[src/rtl/map_ss_seq.sv]
// Save-state sequencer: walks the mapper save-state slots and copies them to a buffer RAM (save) or back (load).
// Optional `MAP_SS_SUM_EN adds an 8-bit wrapping checksum output ss_sum.
module map_ss_seq #(
   parameter int SS_LEN  = 128,
   parameter int M2_SYNC = 2
) (
   input  logic       clk,
   input  logic       rst,
   input  logic       m2,
   input  logic       save_req,
   input  logic       load_req,
   output logic       busy,
   output logic       done,
   output logic       ss_act,
   output logic       ss_we,
   output logic [7:0] ss_addr,
   output logic [7:0] ss_wdat,
   input  logic [7:0] ss_rdat,
   output logic [7:0] mem_addr,
   output logic [7:0] mem_wdat,
   output logic       mem_we,
   input  logic [7:0] mem_rdat
`ifdef MAP_SS_SUM_EN
   ,
   output logic [7:0] ss_sum
`endif
);

   localparam logic [7:0] LAST_IDX = 8'(SS_LEN - 1);

   typedef enum logic [2:0] {
      IDLE,
      S_RD,
      S_WR,
      L_RD,
      L_WT,
      L_DRV,
      L_HOLD,
      FIN
   } state_t;

   state_t               state_q, state_d;
   logic [7:0]           idx_q, idx_d;
   logic                 settle_q, settle_d;
   logic [7:0]           wdat_q, wdat_d;
   logic [M2_SYNC-1:0]   m2_sync_q, m2_sync_d;
   logic                 m2_prev_q, m2_prev_d;
   logic                 m2_fall;
   logic                 start;

   // m2 is asynchronous to clk; the fall is detected on the synchronized copy.
   always_comb begin
      m2_sync_d    = m2_sync_q;
      m2_sync_d[0] = m2;
      for (int i = 1; i < M2_SYNC; i++) begin
         m2_sync_d[i] = m2_sync_q[i-1];
      end
      m2_prev_d = m2_sync_q[M2_SYNC-1];
      m2_fall   = m2_prev_q & ~m2_sync_q[M2_SYNC-1];
   end

   always_ff @(posedge clk or posedge rst) begin
      if (rst) begin
         m2_sync_q <= '0;
         m2_prev_q <= 1'b0;
      end else begin
         m2_sync_q <= m2_sync_d;
         m2_prev_q <= m2_prev_d;
      end
   end

   assign start = (state_q == IDLE) && (save_req || load_req);

   always_comb begin
      state_d  = state_q;
      idx_d    = idx_q;
      settle_d = 1'b0;
      wdat_d   = wdat_q;
      busy     = 1'b0;
      done     = 1'b0;
      ss_act   = 1'b1;
      ss_we    = 1'b0;
      mem_we   = 1'b0;
      mem_wdat = 8'h00;
      case (state_q)
         IDLE: begin
            ss_act = 1'b0;
            if (save_req) begin
               state_d = S_RD;
               idx_d   = 8'h00;
            end else if (load_req) begin
               state_d = L_RD;
               idx_d   = 8'h00;
            end
         end
         S_RD: begin
            // Two cycles for the mapper readback mux to settle.
            busy     = 1'b1;
            settle_d = ~settle_q;
            if (settle_q) begin
               state_d = S_WR;
            end
         end
         S_WR: begin
            busy     = 1'b1;
            mem_we   = 1'b1;
            mem_wdat = ss_rdat;
            if (idx_q == LAST_IDX) begin
               state_d = FIN;
            end else begin
               idx_d   = idx_q + 8'h01;
               state_d = S_RD;
            end
         end
         L_RD: begin
            busy    = 1'b1;
            state_d = L_WT;
         end
         L_WT: begin
            busy    = 1'b1;
            wdat_d  = mem_rdat;
            state_d = L_DRV;
         end
         L_DRV: begin
            busy  = 1'b1;
            ss_we = 1'b1;
            if (m2_fall) begin
               state_d = L_HOLD;
            end
         end
         L_HOLD: begin
            // Keep the write stable past the mapper's latching edge.
            busy  = 1'b1;
            ss_we = 1'b1;
            if (idx_q == LAST_IDX) begin
               state_d = FIN;
            end else begin
               idx_d   = idx_q + 8'h01;
               state_d = L_RD;
            end
         end
         FIN: begin
            done    = 1'b1;
            idx_d   = 8'h00;
            state_d = IDLE;
         end
         default: begin
            state_d = IDLE;
         end
      endcase
   end

   assign ss_addr  = idx_q;
   assign ss_wdat  = wdat_q;
   assign mem_addr = idx_q;

   always_ff @(posedge clk or posedge rst) begin
      if (rst) begin
         state_q  <= IDLE;
         idx_q    <= 8'h00;
         settle_q <= 1'b0;
         wdat_q   <= 8'h00;
      end else begin
         state_q  <= state_d;
         idx_q    <= idx_d;
         settle_q <= settle_d;
         wdat_q   <= wdat_d;
      end
   end

`ifdef MAP_SS_SUM_EN
   logic [7:0] sum_q, sum_d;

   // Sums exactly the bytes that cross into the buffer or onto ss_wdat.
   always_comb begin
      sum_d = sum_q;
      if (start) begin
         sum_d = 8'h00;
      end else if (state_q == S_WR) begin
         sum_d = sum_q + ss_rdat;
      end else if (state_q == L_WT) begin
         sum_d = sum_q + mem_rdat;
      end
   end

   always_ff @(posedge clk or posedge rst) begin
      if (rst) begin
         sum_q <= 8'h00;
      end else begin
         sum_q <= sum_d;
      end
   end

   assign ss_sum = sum_q;
`endif

endmodule

[config.mk]
export PLATFORM = sky130hd
export DESIGN_NAME = map_ss_seq
export DESIGN_NICKNAME = d
export VERILOG_FILES = /design/src/rtl/map_ss_seq.sv
export SDC_FILE = /design/constraint.sdc
export NUM_CORES = 1
export LEC_CHECK = 0
export ABC_AREA = 0
export BUFFER_PORTS_ARGS = -buffer_cell sky130_fd_sc_hd__buf_2
export CORE_ASPECT_RATIO = 1.1
export CORE_UTILIZATION = 30
export CTS_CLUSTER_DIAMETER = 30
export DETAILED_ROUTE_END_ITERATION = 10
export PLACE_DENSITY = 0.62
export SLEW_MARGIN = 40
export SYNTH_ARGS = -nofsm -noshare
export SYNTH_HDL_FRONTEND = slang
export SYNTH_SLANG_ARGS = --single-unit
export TNS_END_PERCENT = 100
[constraint.sdc]
create_clock -name clk -period 1.9 [get_ports clk]
set_clock_uncertainty 0.1 [all_clocks]
set_input_delay 0.095 -clock clk [delete_from_list [all_inputs] [get_ports clk]]
set_output_delay 0.095 -clock clk [all_outputs]
set_load 0.1 [all_outputs]
==> metrics.txt, run 1 <==
run status=complete, no violations; Max Cap Viol=0; Boundary Pins=between 50 and 60; Non-Filler Instances=~240; CTS buffer count=3; Final #Nets=approximately 210; actual slew at the worst max-slew pin=0.4941 ns; Ys Warns=0; CTS Sinks=23; Worst Path Max Fanout=8; Seq cells post-synth=23; Hold WC Path Type=input port to flop; vias in the first global route=~1000; Syn Inst Count=112; cell total after placement=approximately 220; Remaining DRCs=0; die area=between 4000 and 5000 µm²; hold path endpoint=state_q[1]; diode count=0; crit end category=flop; Setup Total Neg Slack=0 ns; synthesis-to-layout area growth=66.24%; Synth async-reset ratio=100.0%; Mapped Area=between 1000 and 1500 µm²; Initial DRC Count=9; top_reg_cell synth=dfrtp_1; Vias=approximately 1100; routability cong.=0.7825; Setup WS post-layout=~0.028 ns; GRT busiest layer=met2; grt met2 use=roughly 26%; fmax=roughly 530 MHz; Via density=between 4 and 5; Max transition margin=between 60% and 70%; met1 Resource Use GR=17.07%; root buffer cell=clkbuf_8; Setup Crit Path Kind=flop to flop; post-route ant nets=0; RR Startpoint=mem_addr[1]; Cell variety after synth=34; Core Rows=23; Die Span Y=around 67 µm; DR pass1 iterations=4; first-pass GRT wire length=between 4 and 5 mm; pin count of the biggest net entering global routing=14; clock transition at the registers of the reported paths=~0.09 ns; Longest Clk Path Bufs=2; post-synthesis sequential area ratio=about half; CTS tree=yes; Post-synth EDFFs=0; Core ar.=3684 µm²; DR WL/cell=around 13 µm; max-slew violation count=0; DP HPWL=~2.1 mm; fin crit share=98.51%; DRT Wirelength=between 2 and 3 mm; H-Tree Depth=1; WHS Path Cells=4; Synth top area share=a little under 50%; layout cells sized above 1=between 60 and 70%; Post-Place Worst Slack=a little under 0.01 ns; clk_lat worst skew=roughly 0.27 ns; M3 GR Usage=between 2 and 3%; RSZ-0062 raised after global routing=true; Yosys top cell by area=dfrtp_1; worst hold start=save_req; port bufs=57; setup violators final=0; initial antenna violation count=0; Initial Utilization=31.69%; final hold vios=0; ranking of synthesized cells by area=dfrtp_1, mux2_2, buf_4, and2_1, a21oi_1; setup slack, reg-to-reg=0.03 ns; total gr overflow=0; Die W=between 60 and 70 µm; most common cell in the netlist=dfrtp_1; GRT Overall Usage=between 10% and 20%; Fillers=340; synthesized net count=between 100 and 150; Tmin final=~1.9 ns; Worst R2R End=mem_addr[5]; R2R depth=6; Arrival @ worst endpoint=a little under 2 ns; synth cell count leaders=dfrtp_1, and2_1, buf_4, mux2_2; Mean Syn Cell Area=10.42 µm²; CP Launch Type=flop; CP Data Required Time=~2.0 ns
==> layout make-up <==
class,instances,area (µm²),share of cell area (%)
sequential,23,591.8,30.50
clock inverter,1,5.005,0.2579
inverter,5,18.77,0.9671
timing repair buffer,80,620.6,31.98
tap,50,62.56,3.224
clock buffer,3,41.29,2.128
multi-input combinational,73,600.6,30.95
==> kinds of logic after synthesis <==
group / after synthesis / share of synthesized area (%)
muxes: 8 / 7.717
xor gates and xnor gates: 1 / 0.7504
buffers and inverters: 17 / 8.360
and+or+nand+nor: 41 / 20.47
DFF: 23 / 49.30
AOI/OAI and AO/OA: 21 / 12.33
adders and majority gates: 1 / 1.072
==> layout by cell type (no fill, tap or decap), types with 3 or more instances in the layout <==
master         synthesis  layout
nor2_1                 6       4
or3_1                  3       3
dlygate4sd3_1          0      10
clkbuf_8               0       3
and2_4                 0       8
dfrtp_2                0       7
buf_4                  8      14
buf_2                  3      47
dfrtp_1               23      14
mux2_2                 8       8
buf_12                 0       9
o31ai_1                3       3
a21oi_1                6       4
nand2_1                5       5
nand3_1                4       3
o21ai_0                3       3
inv_1                  5       5
==> worst max path at each step <==
stage | startpoint | cells after the start | end
after floorplan | state_q[0] | 4 | state_q[0]
after global placement | mem_addr[1] | 6 | mem_addr[7]
after detailed placement | mem_addr[1] | 6 | mem_addr[7]
after CTS | state_q[0] | 5 | mem_wdat[4]
after global routing | mem_addr[1] | 6 | mem_addr[7]
final | mem_addr[1] | 6 | mem_addr[5]
==> critical path, stage by stage, from the launching register on <==
cell	delay (ns)
dfrtp_4	0.50
ha_4	0.18
nand3_4	0.09
o311ai_2	0.10
buf_4	0.18
or4_4	0.51
a21oi_2	0.14
==> repair_timing <==
action	CTS	global route
pin swaps	1	3
hold buffers	10	0
gates cloned	0	1
setup buffers	2	3
gates resized for setup	3	9
setup endpoints to repair	10	13
hold endpoints to repair	21	0
==> stage by stage <==
stage	util (%)	instance area, µm²	hold WS [ns]
final	52.68	1941	0.1174
after CTS	50.75	1869	0.1195
after detailed placement	46.23	1703	0.03831
after global routing	52.68	1941	0.1377
after global placement	46.23	1703	0.04087
after floorplan	-	1239	-0.003454
==> sequential cells by signal (all words and copies together) (netlist names) <==
register   cells
state_q        3
ss_wdat        8
mem_addr       8
m2_prev_q      1
settle_q       1
m2_sync_q      2
==> metal layers <==
layer / wire, µm / share of wire [%] / up-vias
met2: 1583 / 54 / 38
met5: 0 / 0 / -
met1: 1187 / 40 / 553
met3: 119 / 4.0 / 5
met4: 49 / 1.7 / 0
li1: - / - / 537
Power of run 1 is left out: the tool's default activity adds up to more than one toggle a clock period on the data nets, which glitch-free logic cannot reach.
==> run 2, diff against run 1 <==
==> constraint.sdc (replaced) <==
create_clock -name clk -period 1.9 [get_ports clk]
set_clock_uncertainty 0.1 [all_clocks]
set_input_delay 0.19 -clock clk [delete_from_list [all_inputs] [get_ports clk]]
set_output_delay 0.19 -clock clk [all_outputs]
set_load 0.1 [all_outputs]
==> run 2 against run 1 <==
Sequential share of layout area up 0.56 points. Sequential cell count unchanged. Maximum frequency fell by 0.22%. Die area did not move. Wire length increased by 0.27%. Via count is 1.7% lower. Final cell count decreased by 3.0%. Hold slack worse by 0.072 ns. Non-clock buffer count down 7.
==> metrics.txt, run 2 (synthesized netlist as in run 1, its figures left out) <==
DR WL/cell=12.93 µm (+3.4%); Longest Clk Path Bufs=2 (unchanged); delay-heaviest family, CP=simple AND/OR/NAND/NOR gates; port bufs=57 (unchanged); GRT Overall Usage=15.57% (+1.0 points); Die Span Y=67.43 µm (unchanged); worst path bufs/invs=1 (unchanged); Initial Utilization=31.69% (unchanged); Core Rows=23 (unchanged); die area=4145 µm² (unchanged); clk_lat worst skew=0.27 ns (about the same); first-pass GRT wire length=4.767 mm (+6.5%); H-Tree Depth=1 (unchanged); root buffer cell=clkbuf_8; Max Cap Viol=0 (unchanged); initial antenna violation count=0 (unchanged); Remaining DRCs=0 (unchanged); DP HPWL=2.145 mm (+0.76%); clock transition at the registers of the reported paths=0.09 ns (about the same); Core ar.=3684 µm² (unchanged); Max transition margin=67.67% (+0.38 points); Arrival @ worst endpoint=1.97 ns (about the same); max-slew violation count=0 (unchanged); most frequent cells in the layout=buf_2, dfrtp_1, buf_4, buf_12; post-route ant nets=0 (unchanged); Setup Crit Path Kind=flop to flop; DR pass1 iterations=2 (-2); Worst Path Max Fanout=6 (-2); fin crit share=98.73% (+0.22 points); Die W=61.48 µm (unchanged); DRT Wirelength=2.947 mm (+0.27%); pin count of the biggest net entering global routing=24 (+10); layout cells sized above 1=64.61% (+2.4 points); CTS tree=yes; crit end category=flop; Via density=4.886 (+1.3%); diode count=0 (unchanged); CP Cell Sequence=ha_4, nand3_4, o311ai_2, buf_4, or4_4, a21oi_2; RSZ-0062 raised after global routing=true; routability cong.=0.7341 (-6.2%); total gr overflow=0 (unchanged); Final #Nets=201 (-3.4%); CP Launch Type=flop; Boundary Pins=58 (unchanged); commonest non-fill, non-tap cell in the layout=buf_2; vias in the first global route=1070 (+4.1%); Fillers=345 (+1.5%); CP Data Required Time=2.00 ns (about the same); run status=complete, no violations; actual slew at the worst max-slew pin=0.4884 ns (-0.005715 ns); Tmin final=1.876 ns (+0.004095 ns); Vias=1114 (-1.7%); CTS Sinks=23 (unchanged); slowest stage delay, CP=0.51 ns (about the same); placed inst area=1754 µm² (+3.0%); CTS buffer count=3 (unchanged); CP max stage cell=or4_4; Initial DRC Count=13 (+4); final hold vios=0 (unchanged); synthesis-to-layout area growth=62.91%; setup violators final=0 (unchanged); fmax=533.1 MHz (-0.22%); cell area after layout=1902 µm² (-2.0%); Hold WC Path Type=input port to flop
## run 2: cell types whose count changed in the layout (fill, tap and decap cells not counted), sizes merged
cell,before,now
clkinvlp,0,1
buf,70,71
dlygate4sd3,10,2
clkinv,1,0
## run 2: timing repair
| action | 4_1_cts | 5_1_grt |
|---|---|---|
| buffers inserted | 2 | 2 |
| gates resized for setup | 1 | 8 |
| hold endpoints to repair | 24 | 0 |
| setup endpoints to repair | 8 | 10 |
| gates cloned | 1 | 0 |
| pin swaps | 2 | 4 |
| hold buffers | 2 | 0 |
## run 2: path summary, 6_finish.rpt
| kind | to | slack, ns | depth (start not counted) | startpoint |
|---|---|---|---|---|
| setup / recovery | mem_addr[5] | 0.02 | 6 | mem_addr[0] |
| hold / removal | ss_wdat[1] | 0.05 | 2 | mem_rdat[1] |
| setup reg to reg | mem_addr[5] | 0.02 | 6 | mem_addr[0] |
| hold reg to reg | m2_sync_q[1] | 0.26 | 0 | m2_sync_q[0] |
| max in group asynchronous | mem_addr[1] | 1.03 | 4 | rst |
| min in group asynchronous | ss_wdat[5] | 0.41 | 4 | rst |
## run 2: worst register-to-register path, cell delays in order, from the launching register on
cell and delay [ns]:
dfrtp_4 0.50, ha_4 0.18, nand3_4 0.09, o311ai_2 0.11, buf_4 0.17, or4_4 0.51, a21oi_2 0.14
## run 2: per-stage QoR
| stage | hold WS, ns | setup WS, ns | util (%) | cells | setup TNS [ns] |
|---|---|---|---|---|---|
| after floorplan | 0.09155 | -0.1490 | - | 112 | -1.330 |
| after global placement | 0.1372 | 0.07854 | 47.62 | 217 | 0 |
| after detailed placement | 0.1598 | 0.03692 | 47.62 | 217 | 0 |
| after CTS | 0.04330 | 0.002948 | 50.14 | 226 | 0 |
| after global routing | 0.03722 | -0.03182 | 51.63 | 228 | -0.04622 |
| final | 0.04561 | 0.02419 | 51.63 | 228 | 0 |
## run 2: area by class of cell
cell class	count	area, µm²	share of cell area [%]
clock buffer	3	41.29	2.171
clock inverter	1	7.507	0.3947
inverter	5	18.77	0.9868
multi-input combinational	73	590.6	31.05
sequential	23	590.6	31.05
tap	50	62.56	3.289
timing repair buffer	73	590.6	31.05
## run 2: layer usage
metal	wire (µm)	vias to the layer above	global-route usage, %
li1	-	524	-
met2	1620	32	27.99
met4	23	0	3.333
met5	0	-	0
met1	1181	553	18.18
met3	122	5	4.406
Power of run 2 is left out for the same reason.
==> run 3, diff against run 2 <==
- PLACE_DENSITY: 0.62 -> 0.6
- clock period: 1.9 -> 1.95 ns (I/O delays scaled with it)
==> run 3 against run 2 <==
Wire length shrank 5.8%. Non-clock buffer count shrank 2. Die area is the same. Critical path depth shrank 3. Critical endpoint is now done. Final cell count shrank 0.88%.
==> metrics.txt, run 3 (synthesized netlist as in run 1, its figures left out) <==
run status=complete, no violations; Remaining DRCs=0 (unchanged); most frequent cells in the layout=buf_2, dfrtp_1, buf_4, buf_12; Fillers=363 (+5.2%); RR Startpoint=mem_addr[1]; Initial DRC Count=13 (unchanged); fmax=about 530 MHz; CTS tree=yes; final hold vios=0 (unchanged); setup violators final=0 (unchanged); Setup Total Neg Slack=0 ns (unchanged); Core ar.=3684 µm² (unchanged); Longest Clk Path Bufs=2 (unchanged); DR pass1 iterations=4 (+2); CP Launch Type=flop; CP Cell Sequence=buf_4, and3_2, buf_2; Hold WC Path Type=input port to flop; Tmin final=about 1.9 ns; cell total after placement=214 (-1.4%); max-slew violation count=0 (unchanged); slowest stage delay, CP=0.46 ns (-0.05 ns); cell area after layout=1846 µm² (-3.0%); R2R depth=6 (unchanged); DR WL/cell=12.28 µm (-5.0%); CP Data Required Time=1.65 ns (-0.35 ns); Final #Nets=199 (-1.0%); Vias=1069 (-4.0%); Die Span Y=67.43 µm (unchanged); CTS Sinks=23 (unchanged); clock transition at the registers of the reported paths=0.08 ns (about the same); setup slack, reg-to-reg=0.10 ns (+0.08 ns); hold path endpoint=ss_wdat[5]; diode count=0 (unchanged); Max Cap Viol=0 (unchanged); H-Tree Depth=1 (unchanged); DRT Wirelength=2.776 mm (-5.8%); WHS Path Cells=2 (unchanged); pin count of the biggest net entering global routing=16 (-33%); CTS buffer count=3 (unchanged); CP max stage cell=dfrtp_1; Setup WS post-layout=0.05673 ns (+0.03254 ns); Worst Path Max Fanout=7 (+1); Via density=4.730 (-3.2%); synthesis-to-layout area growth=58.09%; commonest non-fill, non-tap cell in the layout=buf_2; DP HPWL=2.115 mm (-1.4%); placed inst area=1702 µm² (-3.0%); Initial Utilization=31.69% (unchanged); first-pass GRT wire length=4.429 mm (-7.1%); RSZ-0062 raised after global routing=true; crit end category=output pin; worst hold start=mem_rdat[5]; total gr overflow=0 (unchanged); actual slew at the worst max-slew pin=0.5560 ns (+0.06758 ns); Post-Place Worst Slack=0.09572 ns (+0.05880 ns); layout cells sized above 1=63.07% (-1.5 points); Non-Filler Instances=226 (-0.88%); clk_lat worst skew=0.26 ns (about the same); Core Rows=23 (unchanged); root buffer cell=clkbuf_8; fin crit share=a little over nine tenths; Setup Crit Path Kind=flop to output pin; Die W=61.48 µm (unchanged); post-route ant nets=0 (unchanged); Worst R2R End=mem_addr[7]; GRT Overall Usage=14.42% (-1.2 points); die area=4145 µm² (unchanged); vias in the first global route=992 (-7.3%); initial antenna violation count=0 (unchanged); port bufs=57 (unchanged); routability cong.=0.7825 (+6.6%); Arrival @ worst endpoint=1.60 ns (-0.37 ns); Max transition margin=62.90% (-4.8 points); Boundary Pins=58 (unchanged)
[run 3: metal layers]
layer	global-route usage (%)	wire length, µm
met5	0	0
met4	5.000	34
met3	3.257	119
met2	23.91	1444
met1	18.31	1177
[run 3: per-stage QoR]
| step | hold WS (ns) | utilization (%) |
|---|---|---|
| after global routing | 0.05412 | 50.10 |
| after floorplan | 0.09655 | - |
| after CTS | 0.05026 | 48.61 |
| final | 0.05400 | 50.10 |
| after global placement | 0.1753 | 46.20 |
| after detailed placement | 0.1718 | 46.20 |
[run 3: worst max-delay path by stage]
stage	from	end	slack, ns	cells after the start
after floorplan	state_q[0]	mem_wdat[0]	-0.10	3
after global placement	mem_addr[0]	mem_addr[7]	0.13	6
after detailed placement	mem_addr[0]	mem_addr[7]	0.1	6
after CTS	state_q[0]	mem_wdat[5]	0.05	5
after global routing	state_q[1]	done	-0.004	3
final	state_q[1]	done	0.06	3
[run 3: layout make-up]
| class | instances | area, µm² | area share [%] |
|---|---|---|---|
| Clock buffer | 4 | 45.04 | 2.441 |
| Inverter | 5 | 18.77 | 1.017 |
| Multi-Input combinational cell | 73 | 580.6 | 31.46 |
| Sequential cell | 23 | 590.6 | 32.00 |
| Tap cell | 50 | 62.56 | 3.390 |
| Timing Repair Buffer | 71 | 548.0 | 29.69 |
[run 3: critical path, delay by kind of cell (launching register included)]
family / cells / cell delay (ns)
buffers and inverters: 2 / 0.64
flip-flops: 1 / 0.46
AND/OR/NAND/NOR: 1 / 0.23
[run 3: repair_timing]
item / CTS / global route
pin swaps: 1 / 1
gates resized for setup: 1 / 8
hold buffers: 2 / 0
endpoints found under the hold margin: 15 / 0
setup buffers: 2 / 3
endpoints found under the setup margin: 8 / 9
cloned: 1 / 0
Power of run 3 is left out for the same reason.
